===== config.mk =====
export PLATFORM = sky130hd
export DESIGN_NAME = uart_tx_arbiter_flat
export DESIGN_NICKNAME = d
export VERILOG_FILES = /design/src/rtl/uart_tx_arbiter_if.sv /design/src/rtl/uart_tx_arbiter.sv /design/src/flat_wrapper.sv
export SDC_FILE = /design/constraint.sdc
export NUM_CORES = 1
export LEC_CHECK = 0
export ABC_AREA = 1
export BUFFER_PORTS_ARGS = -buffer_cell sky130_fd_sc_hd__buf_4
export CORE_MARGIN = 2
export CORE_UTILIZATION = 38
export CTS_CLUSTER_DIAMETER = 40
export DETAILED_ROUTE_END_ITERATION = 10
export MAX_ROUTING_LAYER = met4
export PLACE_DENSITY = 0.71
export SYNTH_ARGS = -nofsm -noshare
export SYNTH_HDL_FRONTEND = slang
export SYNTH_SLANG_ARGS = --single-unit

===== constraint.sdc =====
create_clock -name clk_i -period 1 [get_ports clk_i]
set_clock_uncertainty 0.05 [all_clocks]
set_input_delay 0.05 -clock clk_i [delete_from_list [all_inputs] [get_ports clk_i]]
set_output_delay 0.05 -clock clk_i [all_outputs]
set_load 0.05 [all_outputs]

===== src/rtl/uart_tx_arbiter_if.sv =====
// Requester-side and transmitter-side signals of the UART TX arbiter.
// The arbiter uses the slave modport; requesters and the UART TX model use master.
interface uart_tx_arbiter_if #(
    parameter int N_REQ  = 2,
    parameter int DATA_W = 8
);
    logic [N_REQ-1:0]        req_i;
    logic [N_REQ*DATA_W-1:0] data_i;
    logic [N_REQ-1:0]        done_o;
    logic                    busy_o;
    logic                    tx_start_o;
    logic [DATA_W-1:0]       tx_data_o;
    logic                    tx_done_i;

    modport slave (
        input  req_i, data_i, tx_done_i,
        output done_o, busy_o, tx_start_o, tx_data_o
    );

    modport master (
        output req_i, data_i, tx_done_i,
        input  done_o, busy_o, tx_start_o, tx_data_o
    );
endinterface


===== src/rtl/uart_tx_arbiter.sv =====
// Round-robin arbiter sharing one UART transmitter between N_REQ requesters.
// Define UART_ARB_GAP_EN to insert GAP_CYCLES idle cycles after every frame.
module uart_tx_arbiter #(
    parameter int N_REQ      = 2,
    parameter int DATA_W     = 8,
    parameter int GAP_CYCLES = 100_000
) (
    input  logic               clk_i,
    input  logic               rst_i,
    uart_tx_arbiter_if.slave   bus
);
    localparam int IDX_W = $clog2(N_REQ);
    localparam logic [IDX_W-1:0] LAST_RESET = IDX_W'(N_REQ - 1);

    typedef enum logic [2:0] {
        S_IDLE,
        S_LOAD,
        S_START,
        S_WAIT_DONE,
`ifdef UART_ARB_GAP_EN
        S_GAP,
`endif
        S_ACK
    } state_t;

    state_t            r_state;
    state_t            w_nextState;
    logic [IDX_W-1:0]  r_win;
    logic [IDX_W-1:0]  r_last;
    logic [IDX_W-1:0]  w_pick;
    logic [DATA_W-1:0] r_txData;
    logic [DATA_W-1:0] w_bytes [N_REQ];
    logic [N_REQ-1:0]  w_done;

    // A GAP_CYCLES below 1 would leave the GAP state nothing to count.
    if (GAP_CYCLES < 1) begin : g_badGapCycles
    end

    for (genvar g = 0; g < N_REQ; g++) begin : g_bytes
        assign w_bytes[g] = bus.data_i[g*DATA_W +: DATA_W];
    end

    // Lowest requester above r_last wins; the second loop overrides the wrap-around pick.
    always_comb begin
        w_pick = '0;
        for (int k = N_REQ - 1; k >= 0; k--) begin
            if (bus.req_i[k] && k <= int'(r_last)) w_pick = IDX_W'(k);
        end
        for (int k = N_REQ - 1; k >= 0; k--) begin
            if (bus.req_i[k] && k > int'(r_last)) w_pick = IDX_W'(k);
        end
    end

`ifdef UART_ARB_GAP_EN
    localparam int CNT_W = $clog2(GAP_CYCLES + 1);
    localparam logic [CNT_W-1:0] CNT_ONE = CNT_W'(1);

    logic [CNT_W-1:0] r_gapCnt;

    always_ff @(posedge clk_i) begin
        if (rst_i) begin
            r_gapCnt <= '0;
        end else if (r_state == S_WAIT_DONE && bus.tx_done_i) begin
            r_gapCnt <= CNT_W'(GAP_CYCLES);
        end else if (r_state == S_GAP && r_gapCnt != '0) begin
            r_gapCnt <= r_gapCnt - CNT_ONE;
        end
    end
`endif

    always_ff @(posedge clk_i) begin
        if (rst_i) r_state <= S_IDLE;
        else       r_state <= w_nextState;
    end

    always_comb begin
        w_nextState = r_state;
        unique case (r_state)
            S_IDLE:      if (|bus.req_i) w_nextState = S_LOAD;
            S_LOAD:      w_nextState = S_START;
            S_START:     w_nextState = S_WAIT_DONE;
`ifdef UART_ARB_GAP_EN
            S_WAIT_DONE: if (bus.tx_done_i) w_nextState = S_GAP;
            S_GAP:       if (r_gapCnt <= CNT_ONE) w_nextState = S_ACK;
`else
            S_WAIT_DONE: if (bus.tx_done_i) w_nextState = S_ACK;
`endif
            S_ACK:       w_nextState = S_IDLE;
            default:     w_nextState = S_IDLE;
        endcase
    end

    // The winner is frozen in IDLE so a requester dropping req mid-frame still gets its done pulse.
    always_ff @(posedge clk_i) begin
        if (rst_i) begin
            r_win    <= '0;
            r_last   <= LAST_RESET;
            r_txData <= '0;
        end else begin
            if (r_state == S_IDLE && |bus.req_i) r_win <= w_pick;
            if (r_state == S_LOAD)               r_txData <= w_bytes[r_win];
            if (r_state == S_ACK)                r_last <= r_win;
        end
    end

    always_comb begin
        w_done = '0;
        if (r_state == S_ACK) w_done[r_win] = 1'b1;
    end

    assign bus.done_o     = w_done;
    assign bus.busy_o     = (r_state != S_IDLE);
    assign bus.tx_start_o = (r_state == S_START);
    assign bus.tx_data_o  = r_txData;
endmodule


===== src/flat_wrapper.sv =====
// flat-port wrapper written by rule: the top's interface ports become plain ports
module uart_tx_arbiter_flat 
#(
    parameter int N_REQ      = 2,
    parameter int DATA_W     = 8,
    parameter int GAP_CYCLES = 100_000
)
  (clk_i, rst_i, bus_req_i, bus_data_i, bus_tx_done_i, bus_done_o, bus_busy_o, bus_tx_start_o, bus_tx_data_o);
  uart_tx_arbiter_if #(.N_REQ(N_REQ), .DATA_W(DATA_W)) bus_i ();
  input  logic clk_i;
  input  logic rst_i;
  input wire logic [$bits(bus_i.req_i)-1:0] bus_req_i;
  input wire logic [$bits(bus_i.data_i)-1:0] bus_data_i;
  input wire logic [$bits(bus_i.tx_done_i)-1:0] bus_tx_done_i;
  output wire logic [$bits(bus_i.done_o)-1:0] bus_done_o;
  output wire logic [$bits(bus_i.busy_o)-1:0] bus_busy_o;
  output wire logic [$bits(bus_i.tx_start_o)-1:0] bus_tx_start_o;
  output wire logic [$bits(bus_i.tx_data_o)-1:0] bus_tx_data_o;
  assign bus_i.req_i = bus_req_i;
  assign bus_i.data_i = bus_data_i;
  assign bus_i.tx_done_i = bus_tx_done_i;
  assign bus_done_o = bus_i.done_o;
  assign bus_busy_o = bus_i.busy_o;
  assign bus_tx_start_o = bus_i.tx_start_o;
  assign bus_tx_data_o = bus_i.tx_data_o;
  uart_tx_arbiter #(.N_REQ(N_REQ), .DATA_W(DATA_W), .GAP_CYCLES(GAP_CYCLES)) u_core (.clk_i(clk_i), .rst_i(rst_i), .bus(bus_i));
endmodule

==> results.ini, run 1 <==
[min_path]
holdCritPathClass = primary input to flop

[clock_network]
max-clock-path-buffers = 2
clk_pin_slew_ns = 0.08
clockRootBuffer = clkbuf_4
clock_sinks = 13
cts_tree = yes
numCtsBuffers = 3
htreeDepth = 1
clock_latency_ns = 0.27

[finish]
post-route-util_pct = 81.8
antenna_cells = 0
finalNetCount = 179
syn2layout_area_growth_pct = 106
fillers = 104
drive_gt1_share_pct = 65.6

[timing]
period_needed_ns = 1.29
maxSlewViolCount = 0
rsz0062_at_grt = yes
fmax_ghz = 0.777
fin_worst_hold_slack_ns = 0.0424
worstMarginPinSlew_ns = 0.239
final_hold_viol_count = 0
finalCritPeriodShare_pct = 129
fin_ws_ns = -0.287
slew_headroom_pct = 83.9
finalSetupViolations = 16

[global_routing]
grt_pass1_vias = 788
grt_start_max_net_pins = 18
grt_pass1_wl_um = 3080
grt_util_all_layers_pct = 21.3
antenna_found_initial = 0
grt_overflow = 0

[synthesis]
synth_flop_cell = dfxtp_1
seq_area_frac_synth_pct = 38.8
synth.distinct_cells = 17
ys_warn_count = 0
synth_nets = 122
ys_async_sr_fraction_pct = 0
synth_common_cells = nand2_1, inv_1, dfxtp_1
netlist_instances = 101
synth_largest_area_cell = dfxtp_1
synth_top_area_share_pct = 38.8
synth-edff-count = 0
yosysMostFrequentCell = nand2_1
syn-cell-area_um2 = 671
avgSynthCellArea_um2 = 6.64
ys_ff_latch = 13
synth_area_leaders = dfxtp_1, nand2_1, inv_1

[worst_setup_path]
cp.required_ns = 0.90
start_kind = flop
worstSetupStartpoint = u_core.r_state[1]
cp-end-kind = primary output
r2r_slack_ns = -0.18
path_max_fanout = 3
r2r_end = u_core.bus.tx_data_o[0]
cp_slowest_cell = dfxtp_4
max_stage_delay_ns = 0.37
r2r-start = u_core.r_state[0]
crit_end = bus_busy_o
crit_type = flop to primary output
crit_chain = buf_6 -> nor2_4 -> clkinvlp_4 -> buf_8
ff2ff_path_depth = 6
arrival_ns = 1.19

[floorplanning]
chipHeight_um = 46.0
start_util_pct = 39.7
dieArea_mm2 = 0.00212
row_count = 15
io_pins = 33
core_mm2 = 0.00169
die_x_um = 46.0

[pwr]
leakage_nw = 0.650
total_power_mw = 1.75
powerDensity_mw_per_mm2 = 1260
ir_worst_vdd_mv = 0.793

[drt]
first_pass_iters = 4
drcViolationCount = 0
dr.first_iter.drc_count = 16
drtAntennaViolNets = 0
wire_per_inst_um = 13.3
num_vias = 881
wirelength_um = 2310
viasPerCell = 5.06

[place]
detailedPlace.worstSlack_ns = -0.0897
gp_congestion = 0.859
hpwl_um = 1270
portBuffers = 32

[job]
maxCapViolCount = 0

[outcome]
status = finished, violations left
violations = negative setup slack

cells in the final DEF (no fill, tap or decap):
cell,n
o21ai_1,6
nor2_1,5
nand4_1,2
nand3_2,1
inv_1,12
inv_2,2
nand2_4,6
inv_8,1
buf_4,31
clkbuf_1,1
a21oi_2,9
nand2_2,13
nor3_2,1
nand3_4,2
o21ai_0,3
buf_12,1
nand3_1,1
a21oi_1,1
nand2_1,13
dfxtp_1,8
inv_4,2
buf_6,18
dfxtp_2,3
nor2_2,1
nor2_4,3
dlygate4sd3_1,2
buf_8,3
dfxtp_4,2
clkbuf_4,3
clkinvlp_4,1
where the power goes:
group | internal (mW) | total (mW) | switching, mW
Combinational | 0.377 | 0.807 | 0.430
Clock | 0.155 | 0.328 | 0.173
Sequential | 0.562 | 0.611 | 0.0493
worst max-delay path: cells and delay by family (launching register included):
kind,cells,cell delay [ns]
AND/OR/NAND/NOR,1,0.15
buffers and inverters,3,0.40
flip-flops,1,0.37
how the worst min path moves through the flow:
stage	slack, ns	startpoint	to	depth (start not counted)
floorplan	0.06	rst_i	u_core.bus.tx_data_o[7]	1
global placement	0.27	rst_i	u_core.bus.tx_data_o[4]	2
detailed placement	0.27	rst_i	u_core.bus.tx_data_o[7]	2
CTS	0.02	bus_req_i[0]	u_core.r_win	4
global route	0.03	bus_req_i[0]	u_core.r_win	4
finish	0.04	bus_req_i[0]	u_core.r_win	4
flip-flops by register name, indices dropped and copies added, names as in the netlist:
signal / count
u_core.r_last: 1
u_core.r_win: 1
u_core.r_state: 3
u_core.bus.tx_data_o: 8
area by class of cell:
class	count	area, µm²	area share [%]
clock buffers	4	26.3	1.90
well taps	17	21.3	1.54
repair buffers	55	520	37.7
multi-input cells	67	458	33.2
flip-flops and latches	13	272	19.7
inverters	18	83.8	6.07
layer usage:
metal	global-route usage (%)	wire length, µm	vias up
li1	-	-	426
met1	20.7	792	409
met2	36.9	1340	40
met3	3.57	113	6
met4	16.0	56	0
met5	-	0	-
repair_timing:
item | CTS | global route
endpoints found under the setup margin | 15 | 16
resized for setup | 29 | 47
hold buffers | 2 | 0
endpoints found under the hold margin | 11 | 0
setup buffers | 5 | 5
pin swaps | 3 | 14
kinds of logic (layout without fill, tap and decap cells):
logic type / count (synthesis) / after routing / synth area share (%)
buf+inv: 21 / 77 / 14.6
flops: 13 / 13 / 38.8
compound gates: 19 / 19 / 15.9
simple gates: 48 / 48 / 30.8
through the flow:
step	cells	setup TNS, ns	area [µm²]
2_1_floorplan	101	-0.156	679
3_3_place_gp	160	-0.0770	1020
3_5_place_dp	160	-0.373	1020
4_1_cts	171	-1.80	1210
5_1_grt	174	-3.42	1380
6_report	174	-2.72	1380
Power figures use the tool's default switching activity.
==> run 2: changes to the inputs <==
CELL_PAD_IN_SITES_DETAIL_PLACEMENT = 1   (was unset)
CELL_PAD_IN_SITES_GLOBAL_PLACEMENT = 1   (was unset)
CORE_ASPECT_RATIO = 1.4   (was unset)
CORE_UTILIZATION = 29   (was 38)
PLACE_DENSITY = 0.79   (was 0.71)
==> results.ini, run 2 (same netlist as run 1, synthesis figures left out) <==
[drt]
drcViolationCount = 0  ; unchanged
first_pass_iters = 4  ; unchanged
drtAntennaViolNets = 0  ; unchanged
viasPerCell = 4.89  ; -3.4%
wirelength_um = 2550  ; +10%
wire_per_inst_um = 14.5  ; +9.1%
dr.first_iter.drc_count = 10  ; -6
num_vias = 861  ; -2.3%

[pwr]
ir_worst_vdd_mv = 0.838  ; +5.6%
power.internal_mw = 1.03  ; -5.4%
p_comb_share_pct = 44.1  ; -2.1 points
leakage_nw = 0.607  ; -6.5%
p_sw_mw = 0.631  ; -3.3%
powerDensity_mw_per_mm2 = 1300  ; +2.6%
switching_share_pct = 37.9  ; +0.51 points
seqPwrFrac_pct = 35.9  ; +0.9 points
clkPwrFrac_pct = 19.9  ; +1.1 points

[worst_setup_path]
path_max_fanout = 2  ; -1
start_kind = flop
cp.required_ns = 0.90  ; about the same
cp-end-kind = primary output
arrival_ns = 1.16  ; -0.03 ns
crit_type = flop to primary output

[timing]
period_needed_ns = 1.26  ; -0.0228 ns
maxSlewViolCount = 0  ; unchanged
fmax_ghz = 0.791  ; +1.8%
rsz0062_at_grt = yes
finalCritPeriodShare_pct = 126  ; -2.3 points
fin_ws_ns = -0.264  ; +0.0228 ns
finalSetupViolations = 15  ; -1
slew_headroom_pct = 84.4  ; +0.44 points
final_hold_viol_count = 0  ; unchanged
worstMarginPinSlew_ns = 0.233  ; -0.00568 ns

[finish]
syn2layout_area_growth_pct = 91.6
largest_reg_flops = 8  ; unchanged
final_cell_area_mm2 = 0.00128  ; -7.0%
drive_gt1_share_pct = 61.7  ; -3.9 points
finalNetCount = 176  ; -1.7%
layout_common_cells = buf_4, nand2_2, nand2_1
final_common_cell = buf_4
antenna_cells = 0  ; unchanged

[place]
gp_congestion = 0.754  ; -12%
hpwl_um = 1620  ; +28%
portBuffers = 32  ; unchanged
placed_area_mm2 = 0.00102  ; -0.61%
detailedPlace.worstSlack_ns = -0.108  ; -0.0186 ns

[floorplanning]
core_mm2 = 0.00218  ; +29%
io_pins = 33  ; unchanged
dieArea_mm2 = 0.00272  ; +28%
die_x_um = 44.6  ; -3.0%
start_util_pct = 30.8  ; -8.9 points
row_count = 20  ; +5
chipHeight_um = 60.9  ; +32%

[clock_network]
cts_tree = yes
clockRootBuffer = clkbuf_4
numCtsBuffers = 3  ; unchanged
clock_latency_ns = 0.28  ; about the same
max-clock-path-buffers = 2  ; unchanged
clk_pin_slew_ns = 0.08  ; about the same
htreeDepth = 1  ; unchanged
clock_sinks = 13  ; unchanged

[global_routing]
grt_util_all_layers_pct = 22.1  ; +0.82 points
grt_overflow = 0  ; unchanged
grt_pass1_wl_um = 4170  ; +35%
antenna_found_initial = 0  ; unchanged
grt_start_max_net_pins = 17  ; -1
grt_pass1_vias = 900  ; +14%

[min_path]
holdCritPathClass = primary input to flop

[outcome]
violations = negative setup slack
status = finished, violations left

[job]
maxCapViolCount = 0  ; unchanged

==> run 2: changes by cell type in the layout (fill, tap and decap cells not counted), moves of 2 or more <==
cell and change:
buf_4 +5, buf_6 -5, nand2_4 -3, a21oi_1 +2, a21oi_2 -2, buf_8 -2, dfxtp_1 +2, dfxtp_2 -2
nand2_2 +2
==> run 2: area by class of cell <==
type / instances / area, µm²
fillers: 261 / 892
repair buffers: 52 / 452
multi-input cells: 67 / 427
flip-flops and latches: 13 / 269
inverters: 18 / 83.8
well taps: 22 / 27.5
clock buffers: 4 / 26.3
==> run 2: per-layer routing <==
| metal | GRT usage [%] | routed length, µm |
|---|---|---|
| met4 | 9.52 | 58 |
| met1 | 22.6 | 900 |
| met2 | 39.3 | 1460 |
| met5 | - | 0 |
| met3 | 5.06 | 128 |
==> run 2: repair_timing <==
action	4_1_cts	5_1_grt
gates resized for setup	50	8
hold buffers	2	0
setup endpoints to repair	15	18
setup buffers	5	1
hold endpoints to repair	6	0
pin swaps	17	7
==> run 2: worst max-delay path, stage by stage, from the launching register on <==
cell,delay (ns)
dfxtp_4,0.36
inv_4,0.07
buf_6,0.09
nand4_1,0.12
inv_2,0.11
buf_8,0.14
==> run 2: worst paths after layout <==
| check | startpoint | to | slack, ns | depth (start not counted) |
|---|---|---|---|---|
| worst max register to register | u_core.r_state[1] | u_core.r_win | -0.18 | 6 |
| worst min register to register | u_core.bus.tx_data_o[6] | u_core.bus.tx_data_o[6] | 0.42 | 2 |
| worst min-delay path | bus_req_i[0] | u_core.r_win | 0.07 | 4 |
| worst max-delay path | u_core.r_state[0] | bus_done_o[1] | -0.26 | 5 |
==> run 2: metrics by stage <==
step           total power, mW  hold slack, ns  instances  utilization, %  TNS, ns
3_3_place_gp              1.14           0.271        165            46.7   -0.115
4_1_cts                   1.64          0.0356        176            57.6    -2.39
6_report                  1.67          0.0654        176            59.0    -2.41
2_1_floorplan            0.922          0.0624        101               -   -0.156
3_5_place_dp              1.16           0.271        165            46.7   -0.681
5_1_grt                   1.76          0.0638        176            59.0    -3.34
==> run 2: power groups by stage <==
stage                     clock network, mW  registers (mW)  logic, mW
after floorplan                           0           0.690      0.232
after global placement                    0           0.596      0.545
after detailed placement                  0           0.600      0.562
after CTS                             0.339           0.594      0.709
after global routing                  0.371           0.603      0.786
final                                 0.332           0.598      0.735
==> run 3: changes to the inputs <==
PLACE_DENSITY = unset   (was 0.79)
PLACE_DENSITY_LB_ADDON = 0.1   (was unset)
==> results.ini, run 3 (same netlist as run 1, synthesis figures left out) <==
[timing]
rsz0062_at_grt = yes
maxSlewViolCount = 0  ; unchanged
fmax_ghz = 0.764  ; -3.4%
worstMarginPinSlew_ns = 0.298  ; +0.0649 ns
slew_headroom_pct = 80.0  ; -4.4 points
setup_tns_ns = -2.90  ; -0.484 ns
final_hold_viol_count = 0  ; unchanged
period_needed_ns = 1.31  ; +0.0442 ns
fin_ws_ns = -0.308  ; -0.0442 ns
finalSetupViolations = 17  ; +2
finalCritPeriodShare_pct = 131  ; +4.4 points
fin_worst_hold_slack_ns = 0.0482  ; -0.0172 ns

[clock_network]
cts_tree = yes
clock_sinks = 13  ; unchanged
clockRootBuffer = clkbuf_4
clock_latency_ns = 0.28  ; about the same
numCtsBuffers = 3  ; unchanged
clk_pin_slew_ns = 0.08  ; about the same
max-clock-path-buffers = 2  ; unchanged
htreeDepth = 1  ; unchanged

[floorplanning]
io_pins = 33  ; unchanged
core_mm2 = 0.00218  ; unchanged
chipHeight_um = 60.9  ; unchanged
dieArea_mm2 = 0.00272  ; unchanged
start_util_pct = 30.8  ; unchanged
die_x_um = 44.6  ; unchanged
row_count = 20  ; unchanged

[place]
hpwl_um = 1480  ; -8.6%
portBuffers = 32  ; unchanged
gp_congestion = 0.780  ; +3.5%
placedCellCount = 159  ; -3.6%

[min_path]
holdCritPathClass = primary input to flop
worstHoldPathCells = 4  ; unchanged

[global_routing]
antenna_found_initial = 0  ; unchanged
grt_pass1_wl_um = 3890  ; -6.6%
grt_start_max_net_pins = 18  ; +1
grt_util_all_layers_pct = 20.9  ; -1.2 points
grt_pass1_vias = 891  ; -1.0%
grt_overflow = 0  ; unchanged

[outcome]
violations = negative setup slack
status = finished, violations left

[worst_setup_path]
crit_chain = buf_4 -> nand4_1 -> inv_2 -> buf_8
path_max_fanout = 4  ; +2
crit_type = flop to primary output
arrival_ns = 1.21  ; +0.05 ns
critPathTopFamily = buffers and inverters
cp-end-kind = primary output
cp.required_ns = 0.90  ; about the same
start_kind = flop
cp_slowest_cell = dfxtp_2
max_stage_delay_ns = 0.35  ; about the same
cp.depth = 4  ; -1
critical_path_buf_inv_count = 3  ; -1
ff2ff_path_depth = 7  ; +1

[drt]
wirelength_um = 2790  ; +9.4%
wire_per_inst_um = 15.3  ; +5.8%
num_vias = 881  ; +2.3%
dr.first_iter.drc_count = 2  ; -8
viasPerCell = 4.84  ; -1.1%
drtAntennaViolNets = 0  ; unchanged
drcViolationCount = 0  ; unchanged
first_pass_iters = 4  ; unchanged

[pwr]
seqPwrFrac_pct = 34.4  ; -1.5 points
total_power_mw = 1.77  ; +6.0%
leakage_nw = 0.657  ; +8.2%
powerDensity_mw_per_mm2 = 1280  ; -0.99%
p_sw_mw = 0.676  ; +7.1%
switching_share_pct = 38.3  ; +0.39 points
ir_worst_vdd_mv = 0.841  ; +0.36%
clkPwrFrac_pct = 19.1  ; -0.8 points
p_comb_share_pct = 46.5  ; +2.4 points
power.internal_mw = 1.09  ; +5.4%

[finish]
largest_reg_flops = 8  ; unchanged
finalNetCount = 182  ; +3.4%
final_common_cell = buf_4
layout.cells.non_filler = 182  ; +3.4%
drive_gt1_share_pct = 62.5  ; +0.81 points
antenna_cells = 0  ; unchanged
syn2layout_area_growth_pct = 105
layout_common_cells = buf_4, nand2_1, buf_6

[job]
maxCapViolCount = 0  ; unchanged

run 3: layer usage:
| metal | vias to the layer above | wire length, µm | GRT usage [%] |
|---|---|---|---|
| li1 | 435 | - | - |
| met1 | 404 | 929 | 20.3 |
| met2 | 33 | 1650 | 38.1 |
| met3 | 9 | 110 | 1.79 |
| met4 | 0 | 97 | 14.3 |
| met5 | - | 0 | - |
run 3: path summary, 6_finish.rpt:
| check | startpoint | endpoint | slack (ns) |
|---|---|---|---|
| setup / recovery | u_core.r_state[2] | bus_done_o[1] | -0.31 |
| hold / removal | bus_req_i[0] | u_core.r_win | 0.05 |
| setup reg to reg | u_core.r_state[0] | u_core.r_state[0] | -0.22 |
| hold reg to reg | u_core.bus.tx_data_o[6] | u_core.bus.tx_data_o[6] | 0.42 |
run 3: worst min-delay path, delay by kind of cell:
family	cells	cell delay [ns]
buffers and inverters	1	0.09
and+or+nand+nor	1	0.08
AOI/OAI and AO/OA	2	0.13
run 3: layout make-up:
type	count	area [µm²]
fill	260	801
timing repair buffer	57	513
multi-input combinational	68	452
sequential	13	272
inverter	18	86.3
tap	22	27.5
clock buffer	4	26.3
run 3: stage by stage:
step	instance area (µm²)	util (%)	setup WS [ns]
after floorplan	679	-	-0.0793
after global placement	985	45.2	-0.0663
after detailed placement	985	45.2	-0.105
after CTS	1210	55.7	-0.240
after global routing	1380	63.2	-0.369
final	1380	63.2	-0.308
run 3: timing repair:
item | CTS | global route
endpoints found under the setup margin | 15 | 16
cloned | 1 | 0
hold endpoints to repair | 5 | 0
hold buffers | 2 | 0
gates resized for setup | 30 | 34
setup buffers | 10 | 6
pin swaps | 5 | 11
run 3: power groups by stage:
stage / Combinational, mW / Clock (mW) / Sequential (mW)
floorplan: 0.232 / 0 / 0.690
global placement: 0.510 / 0 / 0.600
global route: 0.868 / 0.380 / 0.612
CTS: 0.664 / 0.342 / 0.598
detailed placement: 0.523 / 0 / 0.603
finish: 0.821 / 0.337 / 0.608
